--- config.mk ---
export PLATFORM = sky130hd
export DESIGN_NAME = stack_ctrl_v2_flat
export DESIGN_NICKNAME = d
export VERILOG_FILES = /design/src/rtl/stack_ctrl_v2_pkg.sv /design/src/rtl/stack_ctrl_v2_if.sv /design/src/rtl/stack_ctrl_v2_depth_tracker.sv /design/src/rtl/stack_ctrl_v2.sv /design/src/flat_wrapper.sv
export SDC_FILE = /design/constraint.sdc
export NUM_CORES = 1
export LEC_CHECK = 0
export ABC_AREA = 1
export BUFFER_PORTS_ARGS = -buffer_cell sky130_fd_sc_hd__buf_2
export CAP_MARGIN = 20
export CORE_MARGIN = 2
export CORE_UTILIZATION = 55
export CTS_BUF_LIST = sky130_fd_sc_hd__clkbuf_2 sky130_fd_sc_hd__clkbuf_4 sky130_fd_sc_hd__clkbuf_8
export DETAILED_ROUTE_END_ITERATION = 6
export PLACE_DENSITY = 0.75
export SLEW_MARGIN = 10
export SYNTH_ARGS = -nofsm -noshare
export SYNTH_HDL_FRONTEND = slang
export SYNTH_HIERARCHICAL = 1
export SYNTH_SLANG_ARGS = --single-unit
--- constraint.sdc ---
create_clock -name clk -period 4.5 [get_ports clk]
set_clock_uncertainty 0.05 [all_clocks]
set_input_delay 0.225 -clock clk [delete_from_list [all_inputs] [get_ports clk]]
set_output_delay 0.225 -clock clk [all_outputs]
set_load 0.005 [all_outputs]
--- src/rtl/stack_ctrl_v2_pkg.sv ---
// Shared types and constants for the stack CPU multicycle controller.
package stack_ctrl_v2_pkg;

    typedef enum logic [4:0] {
        StIdle, StFetch, StDecode,
        StPushRd, StPushWr,
        StPopRd, StPopLd, StPopWr,
        StJmp, StJzTos, StJzEv,
        StBinP1, StBinLa, StBinP2, StBinEx, StBinPu,
        StUnP, StUnLa,
        StFault
    } state_e;

    localparam logic [2:0] OP_ADD  = 3'b000;
    localparam logic [2:0] OP_SUB  = 3'b001;
    localparam logic [2:0] OP_AND  = 3'b010;
    localparam logic [2:0] OP_NOT  = 3'b011;
    localparam logic [2:0] OP_PUSH = 3'b100;
    localparam logic [2:0] OP_POP  = 3'b101;
    localparam logic [2:0] OP_J    = 3'b110;
    localparam logic [2:0] OP_JZ   = 3'b111;

    localparam logic [1:0] FAULT_NONE = 2'b00;
    localparam logic [1:0] FAULT_OVF  = 2'b01;
    localparam logic [1:0] FAULT_UNF  = 2'b10;
    localparam logic [1:0] FAULT_TMO  = 2'b11;

    localparam int unsigned ALU_PASS = 0;

    // Moore strobes; ir_write and the FETCH pc_write are qualified by mem_ack in the top.
    typedef struct packed {
        logic pc_src;
        logic pc_write;
        logic pc_write_con;
        logic mem_sel;
        logic mem_read;
        logic mem_write;
        logic stack_sel;
        logic load_a;
        logic a_sel;
        logic b_sel;
        logic push;
        logic pop;
        logic tos;
        logic alu_use_op;
    } strobes_t;

    function automatic strobes_t decode_strobes(state_e s);
        strobes_t st;
        st = '0;
        case (s)
            StFetch:  st.mem_read = 1'b1;
            StPushRd: begin st.mem_read = 1'b1; st.mem_sel = 1'b1; end
            StPushWr: begin st.push = 1'b1; st.stack_sel = 1'b1; end
            StPopRd, StBinP1, StBinP2, StUnP: st.pop = 1'b1;
            StPopLd, StBinLa, StUnLa: st.load_a = 1'b1;
            StPopWr:  begin st.mem_write = 1'b1; st.mem_sel = 1'b1; end
            StJmp:    begin st.pc_write = 1'b1; st.pc_src = 1'b1; end
            StJzTos:  begin st.tos = 1'b1; st.load_a = 1'b1; end
            StJzEv:   begin st.a_sel = 1'b1; st.pc_src = 1'b1; st.pc_write_con = 1'b1; end
            StBinEx:  begin st.a_sel = 1'b1; st.b_sel = 1'b1; st.alu_use_op = 1'b1; end
            StBinPu:  begin st.push = 1'b1; st.alu_use_op = 1'b1; end
            default:  st = '0;
        endcase
        return st;
    endfunction

    function automatic logic is_mem_state(state_e s);
        return (s == StFetch) || (s == StPushRd) || (s == StPopWr);
    endfunction

endpackage

--- src/rtl/stack_ctrl_v2_if.sv ---
// Memory request/acknowledge bus between the controller and the memory.
interface stack_ctrl_v2_if;
    logic mem_read;
    logic mem_write;
    logic mem_sel;
    logic mem_ack;

    modport master (output mem_read, output mem_write, output mem_sel, input mem_ack);
    modport slave  (input mem_read, input mem_write, input mem_sel, output mem_ack);
endinterface

--- src/rtl/stack_ctrl_v2_depth_tracker.sv ---
// Stack occupancy counter driven by the controller's own push/pop strobes.
module stack_ctrl_v2_depth_tracker #(
    parameter int unsigned DEPTH   = 16,
    parameter int unsigned DEPTH_W = 5
) (
    input  logic               clk,
    input  logic               rst,
    input  logic               push,
    input  logic               pop,
    output logic [DEPTH_W-1:0] depth,
    output logic               full,
    output logic               has1,
    output logic               has2
);
    logic [DEPTH_W-1:0] cnt_q;

    assign full  = (cnt_q == DEPTH_W'(DEPTH));
    assign has1  = (cnt_q != '0);
    assign has2  = (cnt_q >= DEPTH_W'(2));
    assign depth = cnt_q;

    // Saturating up/down count; DECODE checks keep these guards from ever firing.
    always_ff @(posedge clk or posedge rst) begin
        if (rst) begin
            cnt_q <= '0;
        end else if (push && !full) begin
            cnt_q <= cnt_q + 1'b1;
        end else if (pop && has1) begin
            cnt_q <= cnt_q - 1'b1;
        end
    end
endmodule

--- src/rtl/stack_ctrl_v2.sv ---
// Multicycle controller for the stack CPU with memory timeout and depth checking.
module stack_ctrl_v2
    import stack_ctrl_v2_pkg::*;
#(
    parameter int unsigned DEPTH       = 16,
    parameter int unsigned DEPTH_W     = 5,
    parameter int unsigned ALUOP_W     = 3,
    parameter int unsigned MEM_TIMEOUT = 15
) (
    input  logic               clk,
    input  logic               rst,
    input  logic               run,
    input  logic [2:0]         opcode,
    input  logic               alu_zero,
    stack_ctrl_v2_if.master    mem,
    output logic               pc_src,
    output logic               pc_write,
    output logic               pc_write_con,
    output logic               ir_write,
    output logic               stack_sel,
    output logic               load_a,
    output logic               a_sel,
    output logic               b_sel,
    output logic               push,
    output logic               pop,
    output logic               tos,
    output logic [ALUOP_W-1:0] alu_op,
    output logic [DEPTH_W-1:0] depth,
    output logic               fault,
    output logic [1:0]         fault_code
);
    localparam int unsigned WAIT_W = (MEM_TIMEOUT < 2) ? 1 : $clog2(MEM_TIMEOUT + 1);

    state_e            state_q, state_d;
    strobes_t          strobes_q;
    logic [WAIT_W-1:0] wait_q, wait_d;
    logic [WAIT_W:0]   wait_inc;
    logic [1:0]        code_q, code_d;
    logic              fault_q;
    logic              full, has1, has2;
    logic              waiting, timeout_hit, fetch_ack;

    // The datapath gates pc_write_con with alu_zero itself.
    logic unused_alu_zero;
    assign unused_alu_zero = alu_zero;

    stack_ctrl_v2_depth_tracker #(
        .DEPTH   (DEPTH),
        .DEPTH_W (DEPTH_W)
    ) u_depth (
        .clk   (clk),
        .rst   (rst),
        .push  (strobes_q.push),
        .pop   (strobes_q.pop),
        .depth (depth),
        .full  (full),
        .has1  (has1),
        .has2  (has2)
    );

    assign waiting     = is_mem_state(state_q) && !mem.mem_ack;
    assign wait_inc    = {1'b0, wait_q} + 1'b1;
    assign timeout_hit = (MEM_TIMEOUT != 0) && (wait_inc == (WAIT_W + 1)'(MEM_TIMEOUT));

    // Next state, fault code and wait counter.
    always_comb begin
        state_d = state_q;
        code_d  = code_q;
        wait_d  = wait_q;
        case (state_q)
            StIdle:   if (run) state_d = StFetch;
            StFetch:  if (mem.mem_ack) state_d = StDecode;
            StDecode: begin
                case (opcode)
                    OP_PUSH: begin
                        if (full) begin state_d = StFault; code_d = FAULT_OVF; end
                        else      state_d = StPushRd;
                    end
                    OP_POP: begin
                        if (!has1) begin state_d = StFault; code_d = FAULT_UNF; end
                        else       state_d = StPopRd;
                    end
                    OP_NOT: begin
                        if (!has1) begin state_d = StFault; code_d = FAULT_UNF; end
                        else       state_d = StUnP;
                    end
                    OP_JZ: begin
                        if (!has1) begin state_d = StFault; code_d = FAULT_UNF; end
                        else       state_d = StJzTos;
                    end
                    OP_J: state_d = StJmp;
                    default: begin
                        if (!has2) begin state_d = StFault; code_d = FAULT_UNF; end
                        else       state_d = StBinP1;
                    end
                endcase
            end
            StPushRd: if (mem.mem_ack) state_d = StPushWr;
            StPushWr: state_d = StFetch;
            StPopRd:  state_d = StPopLd;
            StPopLd:  state_d = StPopWr;
            StPopWr:  if (mem.mem_ack) state_d = StFetch;
            StJmp:    state_d = StFetch;
            StJzTos:  state_d = StJzEv;
            StJzEv:   state_d = StFetch;
            StBinP1:  state_d = StBinLa;
            StBinLa:  state_d = StBinP2;
            StBinP2:  state_d = StBinEx;
            StBinEx:  state_d = StBinPu;
            StBinPu:  state_d = StFetch;
            StUnP:    state_d = StUnLa;
            StUnLa:   state_d = StBinEx;
            StFault:  state_d = StFault;
            default:  state_d = StIdle;
        endcase

        if (waiting && timeout_hit) begin
            state_d = StFault;
            code_d  = FAULT_TMO;
        end

        if (state_d != state_q) begin
            wait_d = '0;
        end else if (waiting) begin
            wait_d = wait_q + 1'b1;
        end
    end

    // State register with strobes registered from the next state.
    always_ff @(posedge clk or posedge rst) begin
        if (rst) begin
            state_q   <= StIdle;
            strobes_q <= '0;
            wait_q    <= '0;
            code_q    <= FAULT_NONE;
            fault_q   <= 1'b0;
        end else begin
            state_q   <= state_d;
            strobes_q <= decode_strobes(state_d);
            wait_q    <= wait_d;
            code_q    <= code_d;
            fault_q   <= (state_d == StFault);
        end
    end

    // IR and PC load on the same cycle the fetch completes.
    assign fetch_ack = (state_q == StFetch) && mem.mem_ack;

    assign mem.mem_read  = strobes_q.mem_read;
    assign mem.mem_write = strobes_q.mem_write;
    assign mem.mem_sel   = strobes_q.mem_sel;
    assign pc_src        = strobes_q.pc_src;
    assign pc_write      = strobes_q.pc_write | fetch_ack;
    assign pc_write_con  = strobes_q.pc_write_con;
    assign ir_write      = fetch_ack;
    assign stack_sel     = strobes_q.stack_sel;
    assign load_a        = strobes_q.load_a;
    assign a_sel         = strobes_q.a_sel;
    assign b_sel         = strobes_q.b_sel;
    assign push          = strobes_q.push;
    assign pop           = strobes_q.pop;
    assign tos           = strobes_q.tos;
    assign alu_op        = strobes_q.alu_use_op ? ALUOP_W'(opcode) : ALUOP_W'(ALU_PASS);
    assign fault         = fault_q;
    assign fault_code    = code_q;
endmodule

--- src/flat_wrapper.sv ---
// flat-port wrapper written by rule: the top's interface ports become plain ports
module stack_ctrl_v2_flat import stack_ctrl_v2_pkg::*;
#(
    parameter int unsigned DEPTH       = 16,
    parameter int unsigned DEPTH_W     = 5,
    parameter int unsigned ALUOP_W     = 3,
    parameter int unsigned MEM_TIMEOUT = 15
)
  (clk, rst, run, opcode, alu_zero, pc_src, pc_write, pc_write_con, ir_write, stack_sel, load_a, a_sel, b_sel, push, pop, tos, alu_op, depth, fault, fault_code, mem_mem_read, mem_mem_write, mem_mem_sel, mem_mem_ack);
  stack_ctrl_v2_if mem_i ();
  input  logic clk;
  input  logic rst;
  input  logic run;
  input  logic [2:0] opcode;
  input  logic alu_zero;
  output logic pc_src;
  output logic pc_write;
  output logic pc_write_con;
  output logic ir_write;
  output logic stack_sel;
  output logic load_a;
  output logic a_sel;
  output logic b_sel;
  output logic push;
  output logic pop;
  output logic tos;
  output logic [ALUOP_W-1:0] alu_op;
  output logic [DEPTH_W-1:0] depth;
  output logic fault;
  output logic [1:0] fault_code;
  output wire logic [$bits(mem_i.mem_read)-1:0] mem_mem_read;
  output wire logic [$bits(mem_i.mem_write)-1:0] mem_mem_write;
  output wire logic [$bits(mem_i.mem_sel)-1:0] mem_mem_sel;
  input wire logic [$bits(mem_i.mem_ack)-1:0] mem_mem_ack;
  assign mem_mem_read = mem_i.mem_read;
  assign mem_mem_write = mem_i.mem_write;
  assign mem_mem_sel = mem_i.mem_sel;
  assign mem_i.mem_ack = mem_mem_ack;
  stack_ctrl_v2 #(.DEPTH(DEPTH), .DEPTH_W(DEPTH_W), .ALUOP_W(ALUOP_W), .MEM_TIMEOUT(MEM_TIMEOUT)) u_core (.clk(clk), .rst(rst), .run(run), .opcode(opcode), .alu_zero(alu_zero), .mem(mem_i), .pc_src(pc_src), .pc_write(pc_write), .pc_write_con(pc_write_con), .ir_write(ir_write), .stack_sel(stack_sel), .load_a(load_a), .a_sel(a_sel), .b_sel(b_sel), .push(push), .pop(pop), .tos(tos), .alu_op(alu_op), .depth(depth), .fault(fault), .fault_code(fault_code));
endmodule
==> results.json <==
{
  "synth-simple-area-share": 0.405,
  "dp_hpwl_um": 3480,
  "startpoint_type": "flop",
  "slew_headroom": 0.740,
  "post-cts-setup-buffers": 0,
  "max_slew.worst_pin.slew_ps": 390,
  "setup_viol_count_final": 0,
  "path_clk_slew_ps": 70,
  "critPathRequiredTime_ps": 4660,
  "cts_tree": "built",
  "final_cell_mix": "nand2_1 (61), inv_1 (44), nor2_1 (32)",
  "layout_setup_ws_ps": 2480,
  "min_period_ps": 2020,
  "htree_levels": 2,
  "die_w_um": 65.5,
  "fin_setup_tns_ps": 0,
  "critPathKind": "reg2reg",
  "arrival_ps": 2180,
  "cap_violations": 0,
  "final_cells": 365,
  "grt_pass1_wl_um": 8060,
  "dr.pass1.iters": 5,
  "routedWlPerCell_um": 12.5,
  "totalWireLength_um": 4580,
  "cts_made_buffers": 5,
  "via_count": 1858,
  "post-place-ws_ps": 2520,
  "ff2ff_path_depth": 9,
  "grtUsageTotal": 0.246,
  "antenna_found_initial": 0,
  "synth_mux_area_frac": 0,
  "pin_count": 33,
  "num_antenna_cells": 0,
  "synth_fa_ha_area_frac": 0.0396,
  "die_y_um": 65.5,
  "ys_seq_area_frac": 0.372,
  "whs_ps": 250,
  "core_area_sq_um": 3660,
  "rr_startpoint": "u_core/state_q[2]",
  "synthXorXnorAreaFrac": 0.0252,
  "cp_max_fo": 8,
  "status": "complete, no violations",
  "r2r-end": "u_core/load_a",
  "yosysWarnings": 6,
  "drt-initial-drc-count": 149,
  "die_area_sq_um": 4300,
  "powerDensity_nw_per_um2": 660,
  "layout_commonest_cell": "nand2_1",
  "synth_compound_area_frac": 0.0468,
  "synth_cell_type_count": 34,
  "syn_nets": 293,
  "worst_setup_path_end_kind": "flop",
  "synth_top_family_by_area": "simple AND/OR/NAND/NOR gates",
  "grt_pass1_vias": 1810,
  "fmax_mhz": 494,
  "leakage_nw": 1.42,
  "cts-root-buf": "clkbuf_8",
  "post-route-util": 0.658,
  "place_inst": 355,
  "clockBufferDepth": 2,
  "syn_area_sq_um": 2080,
  "hold_violations": 0,
  "grt_setup_unrepaired": "false",
  "rows": 22,
  "synth_cells": 279,
  "maxSlewViolCount": 0,
  "cts_sinks": 31,
  "insertion_delay_ps": 280,
  "min_path_type": "in2reg",
  "viasPerCell": 5.09,
  "synth_seq_cells": 31,
  "post-route-period-util": 0.449,
  "holdPathStages": 3,
  "port-buffer-count": 31,
  "synthToLayoutAreaGrowth_pct": 15.7,
  "peakVddDrop_v": 0.000430,
  "fin_nets": 330,
  "drtAntennaViolNets": 0,
  "grt_max_degree": 27,
  "drive_gt1_frac": 0.265,
  "hp-start": "mem_mem_ack",
  "min_to": "u_core/stack_sel",
  "start_util": 0.569,
  "reg2reg_slack_ps": 2480,
  "remaining_drc_errors": 0,
  "routabilityCongestion": 0.994,
  "syn_area_per_cell_sq_um": 7.47,
  "overflow": 0
}
final cells by class:
cell class / count / area (sq um)
Fill cell: 316 / 1250
Tap cell: 48 / 60.1
Clock buffer: 7 / 96.3
Multi-Input combinational cell: 192 / 1080
Timing Repair Buffer: 33 / 193
Sequential cell: 31 / 776
Clock inverter: 1 / 7.51
Inverter: 53 / 200
cell families (layout without fill, tap and decap cells):
group | Yosys count | in the layout
compound gates | 15 | 15
xor+xnor | 6 | 6
fa+ha+maj | 6 | 6
buf+inv | 56 | 94
flops | 31 | 31
simple gates | 165 | 165
cell usage after synthesis:
| cell type | n | area (sq um) |
|---|---|---|
| nand2_1 | 61 | 229 |
| inv_1 | 44 | 165 |
| nor2_1 | 32 | 120 |
| dfrtp_1 | 31 | 776 |
| nand3_1 | 27 | 135 |
| nand2_2 | 10 | 62.6 |
| inv_2 | 8 | 30.0 |
| nand4_1 | 7 | 43.8 |
| nor2_2 | 7 | 43.8 |
| ha_1 | 5 | 62.6 |
| nand3_2 | 5 | 50.1 |
| o21ai_0 | 5 | 25.0 |
| a21oi_1 | 4 | 20.0 |
| xor2_1 | 4 | 35.0 |
| nand2_4 | 3 | 33.8 |
| o21ai_1 | 3 | 15.0 |
| buf_6 | 2 | 22.5 |
| nor2_4 | 2 | 22.5 |
| nor3_2 | 2 | 20.0 |
| nor4_1 | 2 | 12.5 |
| xnor2_1 | 2 | 17.5 |
| a21oi_4 | 1 | 16.3 |
| a32oi_1 | 1 | 8.76 |
| and3_1 | 1 | 6.26 |
| buf_4 | 1 | 7.51 |
| clkinv_2 | 1 | 5.00 |
| fa_1 | 1 | 20.0 |
| nand3_4 | 1 | 17.5 |
| nand4_2 | 1 | 12.5 |
| nor3_1 | 1 | 5.00 |
| nor3_4 | 1 | 16.3 |
| nor3b_1 | 1 | 7.51 |
| o211ai_2 | 1 | 12.5 |
| or2_2 | 1 | 6.26 |
flip-flops by register name, indices dropped and copies added (netlist names), 2 cells and up:
| register | cells |
|---|---|
| u_core/state_q | 5 |
| u_core/u_depth/depth | 5 |
| u_core/fault_code | 2 |
| u_core/strobes_q | 2 |
| u_core/wait_q | 4 |
critical path, stage by stage (launching register included):
cell,delay [ps]
dfrtp_1,520
nor2_4,240
nand2_2,130
a21oi_4,270
inv_2,90
nand4_2,160
inv_2,60
nor2_1,170
nand2_1,130
nand4_1,120
worst max path at each step:
stage / slack [ps] / cells after the start / start / to
finish: 2480 / 9 / u_core/state_q[2] / u_core/load_a
global route: 2300 / 14 / u_core/u_depth/depth[0] / u_core/wait_q[0]
CTS: 2510 / 9 / u_core/state_q[2] / u_core/load_a
detailed placement: 2520 / 10 / u_core/u_depth/depth[0] / u_core/wait_q[0]
global placement: 2540 / 10 / u_core/state_q[0] / u_core/load_a
floorplan: 2790 / 14 / u_core/u_depth/depth[0] / u_core/wait_q[0]
layer usage:
metal / global-route usage / vias up / wire length [um]
met4: 0.107 / 0 / 125
li1: - / 946 / -
met5: 0 / - / 0
met1: 0.325 / 849 / 2090
met3: 0.0531 / 15 / 223
met2: 0.388 / 48 / 2140
where the power goes:
part / leakage, nW / switching, mW / internal [mW]
Sequential: 0.412 / 0.0963 / 0.364
Clock: 0.0505 / 0.108 / 0.139
Combinational: 0.960 / 0.567 / 0.315
metrics by stage:
stage               cell area (sq um)  power (mW)
finish                           2410        1.59
detailed placement               2270        1.33
global route                     2410        1.74
global placement                 2270        1.31
CTS                              2380        1.59
floorplan                        2080        1.13
repair_timing:
item,CTS,global route
hold buffers,1,0
gates resized for setup,0,0
endpoints found under the hold margin,5,0
(Power assumes the default switching activity.)
